===== src/rtl/nt_neurotransmitter_bank_if.sv =====
// Request/status bundle between the channel regulators, the transmitter bank
// and the emotional-state logic.
interface nt_neurotransmitter_bank_if #(
    parameter int CH       = 4,
    parameter int W        = 6,
    parameter int OUT_BITS = 2
);
    logic [CH-1:0]          inc;
    logic [CH-1:0]          dec;
    logic [CH-1:0]          fast;
    logic [CH-1:0]          setval;
    logic                   decay_en;
    logic [CH*W-1:0]        value;
    logic [CH*OUT_BITS-1:0] level;
    logic [CH-1:0]          sat_hi;
    logic [CH-1:0]          sat_lo;
    logic                   decay_tick;

    modport master (
        output inc, dec, fast, setval, decay_en,
        input  value, level, sat_hi, sat_lo, decay_tick
    );

    modport slave (
        input  inc, dec, fast, setval, decay_en,
        output value, level, sat_hi, sat_lo, decay_tick
    );
endinterface


===== src/rtl/nt_neurotransmitter_bank.sv =====
// Bank of CH saturating neurotransmitter levels with a shared reuptake
// prescaler that pulls idle channels one LSB toward BASELINE per tick.
module nt_neurotransmitter_bank #(
    parameter int CH          = 4,
    parameter int W           = 6,
    parameter int FAST_STEP   = 3,
    parameter int SET_VAL     = 32,
    parameter int DEFAULT_VAL = 0,
    parameter int BASELINE    = 16,
    parameter int DECAY_DIV   = 64,
    parameter int OUT_BITS    = 2
) (
    input  logic                        clk,
    input  logic                        rst,
    nt_neurotransmitter_bank_if.slave   bus
);
    localparam int             PW     = $clog2(DECAY_DIV);
    localparam logic [PW-1:0]  LAST   = PW'(DECAY_DIV - 1);
    localparam logic [W:0]     MAX_X  = {1'b0, {W{1'b1}}};
    localparam logic [W:0]     FAST_X = (W+1)'(FAST_STEP);
    localparam logic [W:0]     ONE_X  = (W+1)'(1);
    localparam logic [W-1:0]   SET_V  = W'(SET_VAL);
    localparam logic [W-1:0]   DEF_V  = W'(DEFAULT_VAL);
    localparam logic [W-1:0]   BASE_V = W'(BASELINE);

    logic [PW-1:0] cnt_q;
    logic          tick;

    // Pausing decay_en freezes the phase rather than clearing it.
    always_ff @(posedge clk or posedge rst) begin
        if (rst)
            cnt_q <= '0;
        else if (bus.decay_en)
            cnt_q <= (cnt_q == LAST) ? '0 : cnt_q + PW'(1);
    end

    assign tick           = bus.decay_en && (cnt_q == LAST);
    assign bus.decay_tick = tick;

    for (genvar c = 0; c < CH; c++) begin : g_ch
        logic [W-1:0] val_q;
        logic [W-1:0] val_d;
        logic [W:0]   step;
        logic [W:0]   sum;
        logic [W:0]   diff;

        // One extra bit: sum overflow shows as > MAX_X, underflow sets diff[W].
        always_comb begin
            step  = bus.fast[c] ? FAST_X : ONE_X;
            sum   = {1'b0, val_q} + step;
            diff  = {1'b0, val_q} - step;
            val_d = val_q;
            if (bus.setval[c]) begin
                val_d = SET_V;
            end else if (bus.inc[c] ^ bus.dec[c]) begin
                if (bus.inc[c])
                    val_d = (sum > MAX_X) ? MAX_X[W-1:0] : sum[W-1:0];
                else
                    val_d = diff[W] ? '0 : diff[W-1:0];
            end else if (tick) begin
                if (val_q < BASE_V)
                    val_d = val_q + W'(1);
                else if (val_q > BASE_V)
                    val_d = val_q - W'(1);
            end
        end

        always_ff @(posedge clk or posedge rst) begin
            if (rst)
                val_q <= DEF_V;
            else
                val_q <= val_d;
        end

        assign bus.value[c*W +: W]               = val_q;
        assign bus.level[c*OUT_BITS +: OUT_BITS] = val_q[W-1 -: OUT_BITS];
        assign bus.sat_hi[c]                     = &val_q;
        assign bus.sat_lo[c]                     = ~|val_q;
    end
endmodule


===== src/flat_wrapper.sv =====
// flat-port wrapper written by rule: the top's interface ports become plain ports
module nt_neurotransmitter_bank_flat 
#(
    parameter int CH          = 4,
    parameter int W           = 6,
    parameter int FAST_STEP   = 3,
    parameter int SET_VAL     = 32,
    parameter int DEFAULT_VAL = 0,
    parameter int BASELINE    = 16,
    parameter int DECAY_DIV   = 64,
    parameter int OUT_BITS    = 2
)
  (clk, rst, bus_inc, bus_dec, bus_fast, bus_setval, bus_decay_en, bus_value, bus_level, bus_sat_hi, bus_sat_lo, bus_decay_tick);
  nt_neurotransmitter_bank_if #(.CH(CH), .W(W), .OUT_BITS(OUT_BITS)) bus_i ();
  input  logic clk;
  input  logic rst;
  input wire logic [$bits(bus_i.inc)-1:0] bus_inc;
  input wire logic [$bits(bus_i.dec)-1:0] bus_dec;
  input wire logic [$bits(bus_i.fast)-1:0] bus_fast;
  input wire logic [$bits(bus_i.setval)-1:0] bus_setval;
  input wire logic [$bits(bus_i.decay_en)-1:0] bus_decay_en;
  output wire logic [$bits(bus_i.value)-1:0] bus_value;
  output wire logic [$bits(bus_i.level)-1:0] bus_level;
  output wire logic [$bits(bus_i.sat_hi)-1:0] bus_sat_hi;
  output wire logic [$bits(bus_i.sat_lo)-1:0] bus_sat_lo;
  output wire logic [$bits(bus_i.decay_tick)-1:0] bus_decay_tick;
  assign bus_i.inc = bus_inc;
  assign bus_i.dec = bus_dec;
  assign bus_i.fast = bus_fast;
  assign bus_i.setval = bus_setval;
  assign bus_i.decay_en = bus_decay_en;
  assign bus_value = bus_i.value;
  assign bus_level = bus_i.level;
  assign bus_sat_hi = bus_i.sat_hi;
  assign bus_sat_lo = bus_i.sat_lo;
  assign bus_decay_tick = bus_i.decay_tick;
  nt_neurotransmitter_bank #(.CH(CH), .W(W), .FAST_STEP(FAST_STEP), .SET_VAL(SET_VAL), .DEFAULT_VAL(DEFAULT_VAL), .BASELINE(BASELINE), .DECAY_DIV(DECAY_DIV), .OUT_BITS(OUT_BITS)) u_core (.clk(clk), .rst(rst), .bus(bus_i));
endmodule

===== config.mk =====
export PLATFORM = sky130hd
export DESIGN_NAME = nt_neurotransmitter_bank_flat
export DESIGN_NICKNAME = d
export VERILOG_FILES = /design/src/rtl/nt_neurotransmitter_bank_if.sv /design/src/rtl/nt_neurotransmitter_bank.sv /design/src/flat_wrapper.sv
export SDC_FILE = /design/constraint.sdc
export NUM_CORES = 1
export LEC_CHECK = 0
export CAP_MARGIN = 30
export CORE_AREA = 2 2 92 94
export CTS_BUF_LIST = sky130_fd_sc_hd__clkbuf_16
export CTS_CLUSTER_DIAMETER = 150
export DETAILED_ROUTE_END_ITERATION = 8
export DIE_AREA = 0 0 94 96
export PLACE_DENSITY = 0.89
export SETUP_SLACK_MARGIN = 0.3
export SLEW_MARGIN = 20
export SYNTH_ARGS = -nofsm -noshare
export SYNTH_HDL_FRONTEND = slang
export SYNTH_SLANG_ARGS = --single-unit

===== constraint.sdc =====
create_clock -name clk -period 2 [get_ports clk]
set_input_delay 0.2 -clock clk [delete_from_list [all_inputs] [get_ports clk]]
set_output_delay 0.2 -clock clk [all_outputs]
set_load 0.1 [all_outputs]

# Word level (Yosys, flattened, before mapping)
# Index checks and enable logic that the tools add are counted.
# W data, S select, Z words.
# classes
n_addsub	17
order_cmp	12
eq_ne	1
muxes	37
bitwise_logic	4
n_reduce_logical	25
# op_table
op	n
$mux W6	33
$add A6 B1 Y6 const B	5
$add A6 B7 Y7	4
$gt A7 B6 Y1 const B	4
$sub A6 B7 Y7	4
$gt A6 B5 Y1 const B	4
$lt A6 B5 Y1 const B	4
$reduce_and A6 Y1	4
$reduce_or A6 Y1	4
$sub A6 B1 Y6 const B	4
$reduce_bool A4 Y1	4
$reduce_bool A3 Y1	4
$mux W2	4
$reduce_and A2 Y1	4
$eq A6 B6 Y1 const B	1
$logic_not A1 Y1	4
$xor A1 B1 Y1	4
$logic_and A1 B1 Y1	1
# totals
reg_bits	30
inputBits	19
output_inout_bits	41
wordCells	101

# Depth between registers and ports, before layout
# logic_depth
word_depth	7
mapped_depth	9
mapped_depth_nobuf	9

# Worst setup path after synthesis
# Ideal clock, no wire load.
# synth_path
path_type	register to output
from	register u_core.g_ch[0].val_q[5]
to	output bus_sat_hi[0]
arrival_time_ns	4.361
required_ns	1.800
slack_ns	-2.561
stages_incl_launch_ff	4
n_path_buf	1
path_cell_list	dfrtp_1 -> buf_1 -> nand2_1 -> nor4_1
# synth_via
elab_chain_len	1
# synth_lines
element	line	text
start: declaration	nt_neurotransmitter_bank.sv:41	logic [W-1:0] val_q;
start signal: assignment	nt_neurotransmitter_bank.sv:72	val_q <= val_d;
$reduce_and A6 Y1	nt_neurotransmitter_bank.sv:77	assign bus.sat_hi[c] = &val_q;
end: declaration	flat_wrapper.sv:24	output wire logic [$bits(bus_i.sat_hi)-1:0] bus_sat_hi;
# Every way passes these cells.

# Worst setup path after layout
# layout_path
from	register u_core.g_ch[0].val_q[1]
to	register u_core.g_ch[0].val_q[4]
# layout_via
elab_chain_len	6
word_cells_on_any_way	17
classes_between	4 x add/sub; 3 x order compare; 8 x mux; 2 x reduce/logical
# layout_lines
element	line	text
$add A6 B7 Y7 or $sub A6 B1 Y6 (tied branches)	nt_neurotransmitter_bank.sv:50, nt_neurotransmitter_bank.sv:64	
$gt A7 B6 Y1 or $mux W6 (tied branches)	nt_neurotransmitter_bank.sv:57, nt_neurotransmitter_bank.sv:63	
$mux W6, on equally long branches	nt_neurotransmitter_bank.sv:57, nt_neurotransmitter_bank.sv:61	
$mux W6, on equally long branches	nt_neurotransmitter_bank.sv:56, nt_neurotransmitter_bank.sv:60	
$mux W6	nt_neurotransmitter_bank.sv:55	end else if (bus.inc[c] ^ bus.dec[c]) begin
$mux W6	nt_neurotransmitter_bank.sv:53	if (bus.setval[c]) begin
# Parallel ways exist; a longest one is shown, timed or not. The select of a mux whose other input is x is not followed.
# A chain may end at the register's enable or synchronous reset.

==> run metrics <==
Cell Count, Final, Fillers Out about 790; Worst-Skew Late Latency ~0.28 ns; cell count after synthesis about 510; vias per cell around 7; Synth async-reset ratio 100%; Root Driver clkbuf_16; final setup fails 19; synthesized flop and latch total 30; initial detailed-routing violation count around 570; Area Overhead vs Synth 75.2%; Post-synth EDFFs 0; busiest grt layer met2; GR Util met3 around 6.7%; synthesized area ~0.0040 mm2; I/O pins 60; PwrDens ~850 mW/mm2; Worst setup SP type flip-flop; placed cells 728; reg2reg path depth 9; Clock transition at path regs roughly 0.060 ns; max_slew headroom between 60 and 70%; Netlist cell types 70; Clock Sinks 30; VDD IR-drop max ~0.91 mV; Final Cell Area between 0.006 and 0.007 mm2; DP HPWL ~10000 um; register area 841 um2; Clock Skew around 0.0076 ns; sequential area share after synthesis 19.0%; Worst EP required between 2 and 2.5 ns; failing checks negative setup slack; fillers between 300 and 400; Crit Path Category reg -> reg; width of the die about 94 um; Pins Over Slew Limit 0; CTS tree done; met2 Track Usage GR between 60% and 70%; mean post-synth cell area just under 8 um2; CP endpoint kind flip-flop; core area a little over 0.008 mm2; post-place instance area between 0.005 and 0.006 mm2; status finished, violations left; Final nets roughly 740; WP data arrival around 2.4 ns; Final Power a little under 6 mW; Final WS setup -0.278 ns; first-pass GRT wire length around 25000 um; RSZ-0062 raised after global routing true; GRT overflow 0; dominant cell type by area after synthesis dfrtp_1; Max-cap violations 0; maximum clock path buffer count 2; initial antenna violation count 0; Worst Tran Pin Value 0.464 ns; wire per inst 23.1 um; most common cell in the synthesized netlist nor2_1; die footprint about 0.0090 mm2; total CTS buffers 5; Lkg Pwr roughly 2.8 nW; pin count of the biggest net entering global routing 31; final critical-path share of the clock period 114%; Multi-input gate area ~0.0038 mm2; layout cells sized above 1 54.1%; Synth Flop Type dfrtp_1; vias in the first global route roughly 5000; antenna fix cells 0; GPL Wtd Cong about 0.98; DRC 0; GRT Total Usage 34.6%; met1 usage between 40% and 50%; Total Routed Length around 18000 um; setup tns final -2.10 ns; Fin. Hold Viols 0; ranking of synthesized cells by area dfrtp_1 19%, ha_1 7.6%, fa_1 6.1%; Via Count 5351; Util after Layout about 86%; hold slack ~0.34 ns; Ys Warns 0; Initial Utilization roughly 49%; syn nets 560; worst hold-check path type in -> async; top cells by count, synth 42 x nor2_1, 39 x inv_1, 32 x a21oi_1, 32 x nand2_1, 30 x dfrtp_1; area share of the leading cell type in the synthesized netlist 19.0%; pre-CTS setup slack -0.415 ns; H-tree depth 2; minimum clock period after layout between 2 and 2.5 ns; row count 33; CP Max Fanout 3; Die Y 96 um; Achievable Freq 439 MHz; # port buffers around 60; Post-DRT Antenna Nets 0; DRT Pass-1 Iters 5
state kept, by name, indices dropped and copies added (netlist names):
register           count
u_core.cnt_q           6
u_core.g_ch.val_q     24
worst max-delay path, cell delays in order, from the launching register on:
cell and delay [ns]:
dfrtp_4 0.44, buf_12 0.12, clkinv_8 0.04, buf_4 0.15, fa_2 0.39, nand2b_1 0.17, o2bb2ai_1 0.20, a41o_1 0.30
o31ai_1 0.24, a32oi_1 0.09
layout by cell type, fill, tap and decap left out, drive strengths merged, types with 4 or more instances in the layout:
cell             n
a2111oi          4
a211oi           8
a21o             6
a21oi           32
a31oi            9
and3             4
buf            183
clkbuf           6
clkdlybuf4s50   16
clkinvlp         5
dfrtp           30
fa              12
ha              24
inv             35
mux2i            6
nand2           32
nand2b           9
nand3           14
nor2            43
nor2b           22
nor3            19
nor3b            5
nor4             4
o2111ai          6
o211ai           8
o21a             4
o21ai           28
o311ai           7
o31ai            9
or3              5
or4              4
xnor2           12
xor2            13
metal layers:
layer,share of wire [%],routed length [um]
met5,0,0
met4,6.9,1260
met3,10,1890
met2,49,8850
met1,34,6210
cells by family (layout without fill, tap and decap cells):
kind of cell | after synthesis | in the layout | share of synthesized area [%]
AND/OR/NAND/NOR | 180 | 180 | 24.1
AO/OA/AOI/OAI | 153 | 153 | 27.6
buffers and inverters | 72 | 249 | 7.66
adder cells (fa/ha/maj) | 36 | 36 | 13.7
flip-flops | 30 | 30 | 19.0
XOR/XNOR | 25 | 25 | 5.54
multiplexers | 9 | 9 | 2.37
path summary, 6_finish.rpt:
path,startpoint,to,slack [ns]
hold / removal,rst,u_core.cnt_q[4],0.34
hold reg to reg,u_core.cnt_q[2],u_core.cnt_q[2],0.56
setup / recovery,u_core.g_ch[0].val_q[1],u_core.g_ch[0].val_q[4],-0.28
max in group asynchronous,rst,u_core.g_ch[2].val_q[2],1.31
setup reg to reg,u_core.g_ch[0].val_q[1],u_core.g_ch[0].val_q[4],-0.28
min in group clk,u_core.cnt_q[2],u_core.cnt_q[2],0.56
where the power goes:
| part | total, mW | switching [mW] | internal (mW) | leakage (nW) |
|---|---|---|---|---|
| Sequential | 0.955 | 0.182 | 0.773 | 0.343 |
| Combinational | 4.00 | 2.38 | 1.62 | 2.37 |
| Clock | 0.897 | 0.310 | 0.587 | 0.0760 |
timing repair:
action	CTS	global route
endpoints found under the hold margin	0	0
gates resized for setup	75	65
cloned	0	0
hold buffers	0	0
setup buffers	32	19
pin swaps	52	46
setup endpoints to repair	32	33
area by class of cell:
cell class              instances  share of cell area [%]
well taps                     105                    1.90
clock inverters                 3                   0.650
flip-flops and latches         30                    12.1
clock buffers                   5                    1.81
repair buffers                202                    26.1
multi-input cells             403                    54.7
inverters                      39                    2.71
Note: power is estimated with default switching activity, not from simulation.
